`src/rtl/shift_register.sv`:
```
// shift_register: bidirectional serial-in / parallel-out shift register
module shift_register #(
  parameter int WIDTH = 4
) (
  input  logic             clk,
  input  logic             rst,
  input  logic             shift_left,
  input  logic             shift_right,
  input  logic [WIDTH-1:0] data_in,
  output logic [WIDTH-1:0] data_out
);
  logic unused_bits;
  assign unused_bits = ^data_in;
  always_ff @(posedge clk)
    if (rst) data_out <= '0;
    else if (shift_left && !shift_right) data_out <= {data_out[WIDTH-2:0], data_in[0]};
    else if (shift_right && !shift_left) data_out <= {data_in[WIDTH-1], data_out[WIDTH-1:1]};
endmodule

```
`config.mk`:
```
export PLATFORM = sky130hd
export DESIGN_NAME = shift_register
export DESIGN_NICKNAME = d
export VERILOG_FILES = /design/src/rtl/shift_register.sv
export SDC_FILE = /design/constraint.sdc
export NUM_CORES = 1
export LEC_CHECK = 0
export ABC_AREA = 1
export ABC_CLOCK_PERIOD_IN_PS = 1700
export CAP_MARGIN = 40
export CORE_AREA = 2 2 39 41
export DETAILED_ROUTE_END_ITERATION = 8
export DIE_AREA = 0 0 41 43
export MAX_ROUTING_LAYER = met4
export PLACE_DENSITY = 0.52
export SYNTH_ARGS = -nofsm -noshare
export SYNTH_HDL_FRONTEND = slang
export SYNTH_SLANG_ARGS = --single-unit
```
`constraint.sdc`:
```
create_clock -name clk -period 1.7 [get_ports clk]
set_input_delay 0.34 -clock clk [delete_from_list [all_inputs] [get_ports clk]]
set_output_delay 0.34 -clock clk [all_outputs]
set_load 0.01 [all_outputs]
```
# After elaboration in Yosys (flattened, before gate mapping)
# Cells that the tools add are included.
[word_totals]
out_inout_bits = 4
ff_bits = 4
[classes]
reduce_logical = 5
n_mux = 2
[ops]
columns = ["cell", "count"]
rows = [
  ["4-bit two-way mux", 2],
  ["1-bit logical AND", 2],
  ["1-bit logical NOT", 2],
  ["2-bit nonzero test", 1],
]

# Longest topological paths before layout
# Gate-level depths: netlist of the first run.
[logic_depth]
word_depth = 4
depth_mapped = 7
depth_no_buf = 6

# Worst setup path after synthesis of the first run
# No wires, ideal clock.
[synth_timing]
kind = "input-to-reg"
from = "input shift_right"
to = "register data_out[0]"
setup_slack_ns = 0.646
required_ns = 1.583
path_buffers = 0
cell_stages = 6
arrival_ns = 0.937
path_cell_list = "inv_1 ha_1 inv_1 nand2_1 nor2_1 nor2_1"
[synth_between]
elab_chain_cells = 3
elab_cells_between_ends = 5
classes_between = "mux (1); reduce/logical (4)"
[synth_lines]
columns = ["item", "line", "rtl"]
rows = [
  ["start: declaration", "8", "input logic shift_right,"],
  ["1-bit logical NOT", "16", "else if (shift_left && !shift_right) data_out <= {data_out[WIDTH-2:0], data_in[0]};"],
  ["1-bit logical AND", "16", ""],
  ["4-bit two-way mux / 2-bit nonzero test (equally long branches)", "--", ""],
  ["end signal: assignment", "16", ""],
  ["end signal: assignment", "17", "else if (shift_right && !shift_left) data_out <= {data_in[WIDTH-1], data_out[WIDTH-1:1]};"],
  ["end: declaration", "10", "output logic [WIDTH-1:0] data_out"],
]
# Parallel ways exist; a longest one is shown, timed or not.
# A chain may end at the register's enable or synchronous reset.

# Worst setup path after layout of the first run
[layout_timing]
from = "register data_out[2]"
to = "output data_out[2]"
# No word-level cell between the ends.

==> impl_results.md, run 1 <==
- Status: finished clean
- Core Rows: 14
- # hold bufs at CTS: 0
- Global-route wire length before repair: 703 um
- Final Core Density: 25.0%
- Total number of vias: 229
- Switching share of power: 25.1%
- Peak VDD IR: 256 uV
- Number of flip-flops under the largest register name: 4
- Setup-failing EPs final: 0
- Crit path to: data_out[2]
- Hold Fails Final Rpt: 0
- Peak Freq: 0.673 GHz
- Setup CP Type: flop to primary output
- Sequential cell area fraction in the yosys report: 36.2%
- Sink Count: 4
- Avg Cell Area, Syn: 5.99 um2
- Mapped cell area: 221 um2
- Die height: 43 um
- Clock share of power: 38.0%
- CP startpoint kind: flop
- Largest family of logic cells by synthesized area: simple AND/OR/NAND/NOR gates
- Type of the worst min-delay path: flop to flop
- Max Clock Skew: 0.000309 ns
- Cell Int Power: 0.222 mW
- CP top delay family: buffers and inverters
- Htree depth: 1
- Pre-Repair DR Iteration Count: 2
- Area of the multi-input gates: 108 um2
- Max-Cap Viols: 0
- Number of enable flip-flop cells after synthesis: 0
- Post-synthesis simple-gate area fraction: 33.9%
- Syn nets: 46
- Dpl hpwl: 355 um
- FF/Latch Area: 80.1 um2
- Congestion Overflow GR: 0
- Reg with most FFs: data_out
- Num CTS Buffers: 3
- Yosys top cell area share: 36.2%
- Crit path from: data_out[2]
- WP data required: 1.36 ns
- Wire per inst: 7.41 um
- Largest net degree at the start of global routing: 9
- Crit path max fanout: 4
- GPL Wtd Cong: 0.687
- Compound-Gate Fraction of Synth Area: 9.04%
- RSZ-0062 raised after global routing: no
- Reg2Reg Depth: 2
- Proportion of synthesized area in mux cells: 0%
- Net Switching: 0.0743 mW
- Sequential share of power: 38.0%
- Comb pwr share: 24.1%
- DIE AREA: 1760 um2
- Slew Limit Fails: 0
- Share of cells above drive strength 1: 6.25%
- Top_reg_cell synth: dfxtp_1
- R2r startpoint: data_out[3]
- Crit end category: primary output
- I/O pins: 12
- Vias in the first global route: 194
- Cells after Synth: 37
- CTS Root Cell: clkbuf_4
- Fin nets: 59
- Post-synthesis register bit count: 4
- Initial Utilization: 16.0%
- Period utilisation layout: 87.4%
- Xor and xnor area share after synthesis: 0%
- Die width: 41 um
- Number of port buffers: 9
- Critical-path top delay cell: clkdlybuf4s50_1
- Post-CTS sizing: 0
- Detail Route Antenna Nets: 0
- R2r setup slk: 1.01 ns
- Power per cell area: 854 nW/um2
- CP bufs+invs: 1
- Largest stage delay, worst path: 0.55 ns
- Top post-synthesis cells by area: dfxtp_1 36%, nor2_1 20%, nand2_1 14%
- Via density: 3.58
- Core box area: 1380 um2
- Number of cells on the critical path: 1
- Setup TNS: 0 ns
- Top cell type by total area after synthesis: dfxtp_1
- Crit path cell chain: clkdlybuf4s50_1
- Drt total wl: 474 um
- Worst-Skew Late Latency: 0.23 ns
- GRT Util Overall: 6.68%
- Max clock buf depth: 2
- Top cells by count, synth: 12 x nor2_1, 8 x nand2_1, 7 x inv_1
- DRC: 0
- Fraction of the mapped netlist area in adder cells: 5.65%
- Fillers: 171
- CP arrival: 1.15 ns
- Post-synth cell types: 7
- Pleak: 0.165 nW
- P&R area growth vs syn: 56.5%
- TritonCTS clock tree: built
- Most numerous cell in the Yosys netlist: nor2_1
- FF-to-FF End: data_out[3]
- Initial antenna violation count: 0
- Syn. warnings: 0
- Hold Slack: 0.557 ns
- Worst-Margin Slew: 0.269 ns
- Antenna Cells: 0
- DR iter-0 viols: 3
- Worst-path clk slew: 0.03 ns
- Post-CTS Setup Inserts: 0
- Min Tclk post-route: 1.49 ns
- Largest regs: data_out (4)
- Share of flip-flops with an asynchronous set or reset: 0%
- Rel. slew slack: 82.1%
==> worst register-to-register path: stages (launching register included) <==
cell     delay, ns
dfxtp_1       0.32
o21ai_0       0.19
nor2_1        0.07
==> power by group through the flow <==
stage                     Clock, mW  Combinational, mW  Sequential (mW)
final                         0.112             0.0712            0.112
after global placement            0             0.0714            0.114
after CTS                     0.122             0.0722            0.112
after detailed placement          0             0.0716            0.114
after floorplan                   0             0.0326            0.117
after global routing          0.122             0.0800            0.113
==> cells in the final DEF (no fill, tap or decap) <==
cell type / count
clkbuf_4: 3
clkdlybuf4s50_1: 9
nand2_1: 8
dfxtp_1: 4
o21ai_0: 4
inv_1: 7
ha_1: 1
nor2_1: 12
==> kinds of logic (layout without fill, tap and decap cells) <==
logic type               after synthesis  count (layout)
AO/OA/AOI/OAI                          4               4
adder cells (fa/ha/maj)                1               1
buffers and inverters                  8              19
flip-flops                             4               4
AND/OR/NAND/NOR                       20              20
==> through the flow <==
stage	worst slack [ns]	cells	total power [mW]	cell area [um2]
6_report	0.215	64	0.296	347
5_1_grt	0.182	64	0.315	347
4_1_cts	0.196	64	0.306	347
3_5_place_dp	0.0827	61	0.186	324
3_3_place_gp	0.0873	61	0.185	324
2_1_floorplan	0.646	37	0.149	221
==> final cells by class <==
type | instances | area share (%)
Multi-Input combinational cell | 25 | 31.0
Timing Repair Buffer | 9 | 26.0
Sequential cell | 4 | 23.1
Inverter | 7 | 7.58
Tap cell | 16 | 5.78
Clock buffer | 3 | 6.50
==> per-layer routing <==
layer	up-vias	share of wire [%]	GRT usage [%]
li1	131	-	-
met1	93	47	6.73
met2	5	45	8.13
met3	0	7.2	1.57
met4	0	0	10.0
met5	-	0	-
==> worst min-delay path by stage <==
stage / slack, ns / start / cells past startpoint / endpoint
CTS: 0.56 / data_out[0] / 2 / data_out[0]
floorplan: 0.53 / rst / 3 / data_out[0]
finish: 0.56 / data_out[0] / 2 / data_out[0]
global placement: 0.55 / data_out[3] / 2 / data_out[3]
global route: 0.60 / data_out[1] / 2 / data_out[1]
detailed placement: 0.56 / data_out[0] / 2 / data_out[0]
No activity file was read; power rests on OpenSTA's default activity.
==> run 2: changes to the inputs <==
--- a/config.mk
+++ b/config.mk
@@ -16,3 +16,4 @@
 export SYNTH_ARGS = -nofsm -noshare
 export SYNTH_HDL_FRONTEND = slang
 export SYNTH_SLANG_ARGS = --single-unit
+export TNS_END_PERCENT = 5
==> results of run 2 <==
No change in the layout: final DEF, timing and power equal those of run 1.
==> run 3: changes to the inputs <==
--- a/config.mk
+++ b/config.mk
@@ -6,13 +6,13 @@
 export NUM_CORES = 1
 export LEC_CHECK = 0
 export ABC_AREA = 1
-export ABC_CLOCK_PERIOD_IN_PS = 1700
+export ABC_CLOCK_PERIOD_IN_PS = 1300
 export CAP_MARGIN = 40
 export CORE_AREA = 2 2 39 41
 export DETAILED_ROUTE_END_ITERATION = 8
 export DIE_AREA = 0 0 41 43
 export MAX_ROUTING_LAYER = met4
-export PLACE_DENSITY = 0.52
+export PLACE_DENSITY = 0.53
 export SYNTH_ARGS = -nofsm -noshare
 export SYNTH_HDL_FRONTEND = slang
 export SYNTH_SLANG_ARGS = --single-unit
==> constraint.sdc (replaced) <==
create_clock -name clk -period 1.3 [get_ports clk]
set_input_delay 0.26 -clock clk [delete_from_list [all_inputs] [get_ports clk]]
set_output_delay 0.26 -clock clk [all_outputs]
set_load 0.01 [all_outputs]
==> run 3 against run 2 <==
Largest power group unchanged. Total power is 31% higher. Count of clock-buffer cells in the layout stayed put. Core utilization is 0.90 points higher. Die area stayed put. Critical path depth is 5 higher. Non-clock buffer count stayed put. Critical path type is now input port to flop. Combinational power is 36% higher. Final cell count stayed put. Via count stayed put.
==> impl_results.md, run 3 (synthesis results as in run 1) <==
- Worst-Margin Slew: 0.148 ns (-0.121 ns)
- Core Rows: 14 (unchanged)
- Wire per inst: 7.23 um (-2.3%)
- Number of port buffers: 9 (unchanged)
- DIE AREA: 1760 um2 (unchanged)
- Die width: 41 um (unchanged)
- Share of cells above drive strength 1: 12.5% (+6.3 points)
- DR iter-0 viols: 6 (+3)
- Fin nets: 59 (unchanged)
- Most frequent cells in the layout: 12 x nor2_1, 7 x nand2_1, 6 x inv_1
- Most common cell after layout, fill and taps aside: nor2_1
- Initial antenna violation count: 0 (unchanged)
- Total power: 0.388 mW (+31%)
- Sink Count: 4 (unchanged)
- RSZ-0062 raised after global routing: no
- Rel. slew slack: 90.0% (+7.9 points)
- Max clock buf depth: 2 (unchanged)
- Peak Freq: 0.843 GHz
- Initial Utilization: 16.0% (unchanged)
- Largest regs: data_out (4)
- Crit path cell chain: clkdlybuf4s50_1 -> inv_1 -> ha_4 -> inv_4 -> o21ai_0 -> nor2_1
- WP data required: 1.42 ns (+0.06 ns)
- Largest net degree at the start of global routing: 9 (unchanged)
- TritonCTS clock tree: built
- Setup CP Type: input port to flop
- Min Tclk post-route: 1.19 ns
- Hold Fails Final Rpt: 0 (unchanged)
- # hold bufs at CTS: 0 (unchanged)
- Period utilisation layout: 91.2%
- Peak VDD IR: 355 uV (+39%)
- Htree depth: 1 (unchanged)
- Pleak: 0.178 nW (+7.7%)
- Congestion Overflow GR: 0 (unchanged)
- Final Core Density: 25.9% (+0.90 points)
- Slew Limit Fails: 0 (unchanged)
- I/O pins: 12 (unchanged)
- GPL Wtd Cong: 0.616 (-10%)
- Setup TNS: 0 ns (unchanged)
- Critical-path top delay cell: clkdlybuf4s50_1
- Hold Slack: 0.530 ns (-0.0273 ns)
- Pre-Repair DR Iteration Count: 2 (unchanged)
- P&R area growth vs syn: 62.1%
- Number of flip-flops under the largest register name: 4 (unchanged)
- Largest stage delay, worst path: 0.45 ns (-0.10 ns)
- Crit path max fanout: 8 (+4)
- Max Clock Skew: 0.00187 ns (+0.00156 ns)
- Drt total wl: 463 um (-2.3%)
- CP startpoint kind: input port
- Setup-failing EPs final: 0 (unchanged)
- Antenna Cells: 0 (unchanged)
- DRC: 0 (unchanged)
- Worst-path clk slew: 0.04 ns (about the same)
- Power per cell area: 1080 nW/um2 (+27%)
- Worst-Skew Late Latency: 0.23 ns (about the same)
- Via density: 3.58 (unchanged)
- Max-Cap Viols: 0 (unchanged)
- Total number of vias: 229 (unchanged)
- Dpl hpwl: 346 um (-2.5%)
- CTS Root Cell: clkbuf_4
- Status: finished clean
- Vias in the first global route: 198 (+2.1%)
- Die height: 43 um (unchanged)
- Reg with most FFs: data_out
- Core box area: 1380 um2 (unchanged)
- Post-CTS Setup Inserts: 0 (unchanged)
- Global-route wire length before repair: 759 um (+8.0%)
- Detail Route Antenna Nets: 0 (unchanged)
- Type of the worst min-delay path: flop to flop
- GRT Util Overall: 6.89% (+0.21 points)
- Crit end category: flop
- CP arrival: 1.30 ns (+0.15 ns)
- Num CTS Buffers: 3 (unchanged)
-- run 3: changes by cell type in the layout (fill, tap and decap cells not counted) --
cell / delta
ha_1: -1
ha_4: +1
inv_1: -1
inv_4: +1
nand2_2: +1
o21ai_0: -1
o21ai_1: +1
dlygate4sd2_1: +4
clkdlybuf4s50_1: -4
nand2_1: -1
-- run 3: repair_timing --
| action | in CTS | in global routing |
|---|---|---|
| resized for setup | 4 | 5 |
| endpoints found under the setup margin | 4 | 4 |
| pin swaps | 0 | 1 |
-- run 3: through the flow --
| step | instance area (um2) | cells | worst slack [ns] |
|---|---|---|---|
| floorplan | 221 | 37 | 0.326 |
| global placement | 324 | 61 | -0.222 |
| detailed placement | 324 | 61 | -0.225 |
| CTS | 342 | 64 | 0.0157 |
| finish | 359 | 64 | 0.114 |
| global route | 359 | 64 | 0.0643 |
-- run 3: area by class of cell --
type	instances	area (um2)
clock buffer	3	22.5
fill	176	1020
inverter	7	28.8
multi-input combinational	25	123
sequential	4	80.1
tap	16	20.0
timing repair buffer	9	85.1
-- run 3: final timing paths --
| path | end | from | cells past startpoint | slack (ns) |
|---|---|---|---|---|
| setup / recovery | data_out[1] | shift_right | 6 | 0.11 |
| hold / removal | data_out[3] | data_out[3] | 2 | 0.53 |
| setup reg to reg | data_out[0] | data_out[1] | 4 | 0.61 |
| hold reg to reg | data_out[3] | data_out[3] | 2 | 0.53 |
-- run 3: power breakdown --
group | switching [mW] | internal, mW | total, mW | leakage, nW
sequential | 0.00924 | 0.136 | 0.146 | 0.0331
clock | 0.0435 | 0.103 | 0.146 | 0.0138
combinational | 0.0468 | 0.0497 | 0.0965 | 0.131
-- run 3: per-layer routing --
metal / track usage, % / share of wire, % / up-vias
met5: - / 0 / -
met4: 8.00 / 0 / 0
met3: 1.57 / 7.3 / 0
met2: 7.81 / 49 / 4
met1: 8.68 / 43 / 94
li1: - / - / 131
-- run 3: worst max-delay path: cells and delay by family --
| family | cells | cell delay, ns |
|---|---|---|
| buffers and inverters | 3 | 0.56 |
| adders and majority gates | 1 | 0.27 |
| AOI/OAI and AO/OA | 1 | 0.15 |
| and+or+nand+nor | 1 | 0.07 |
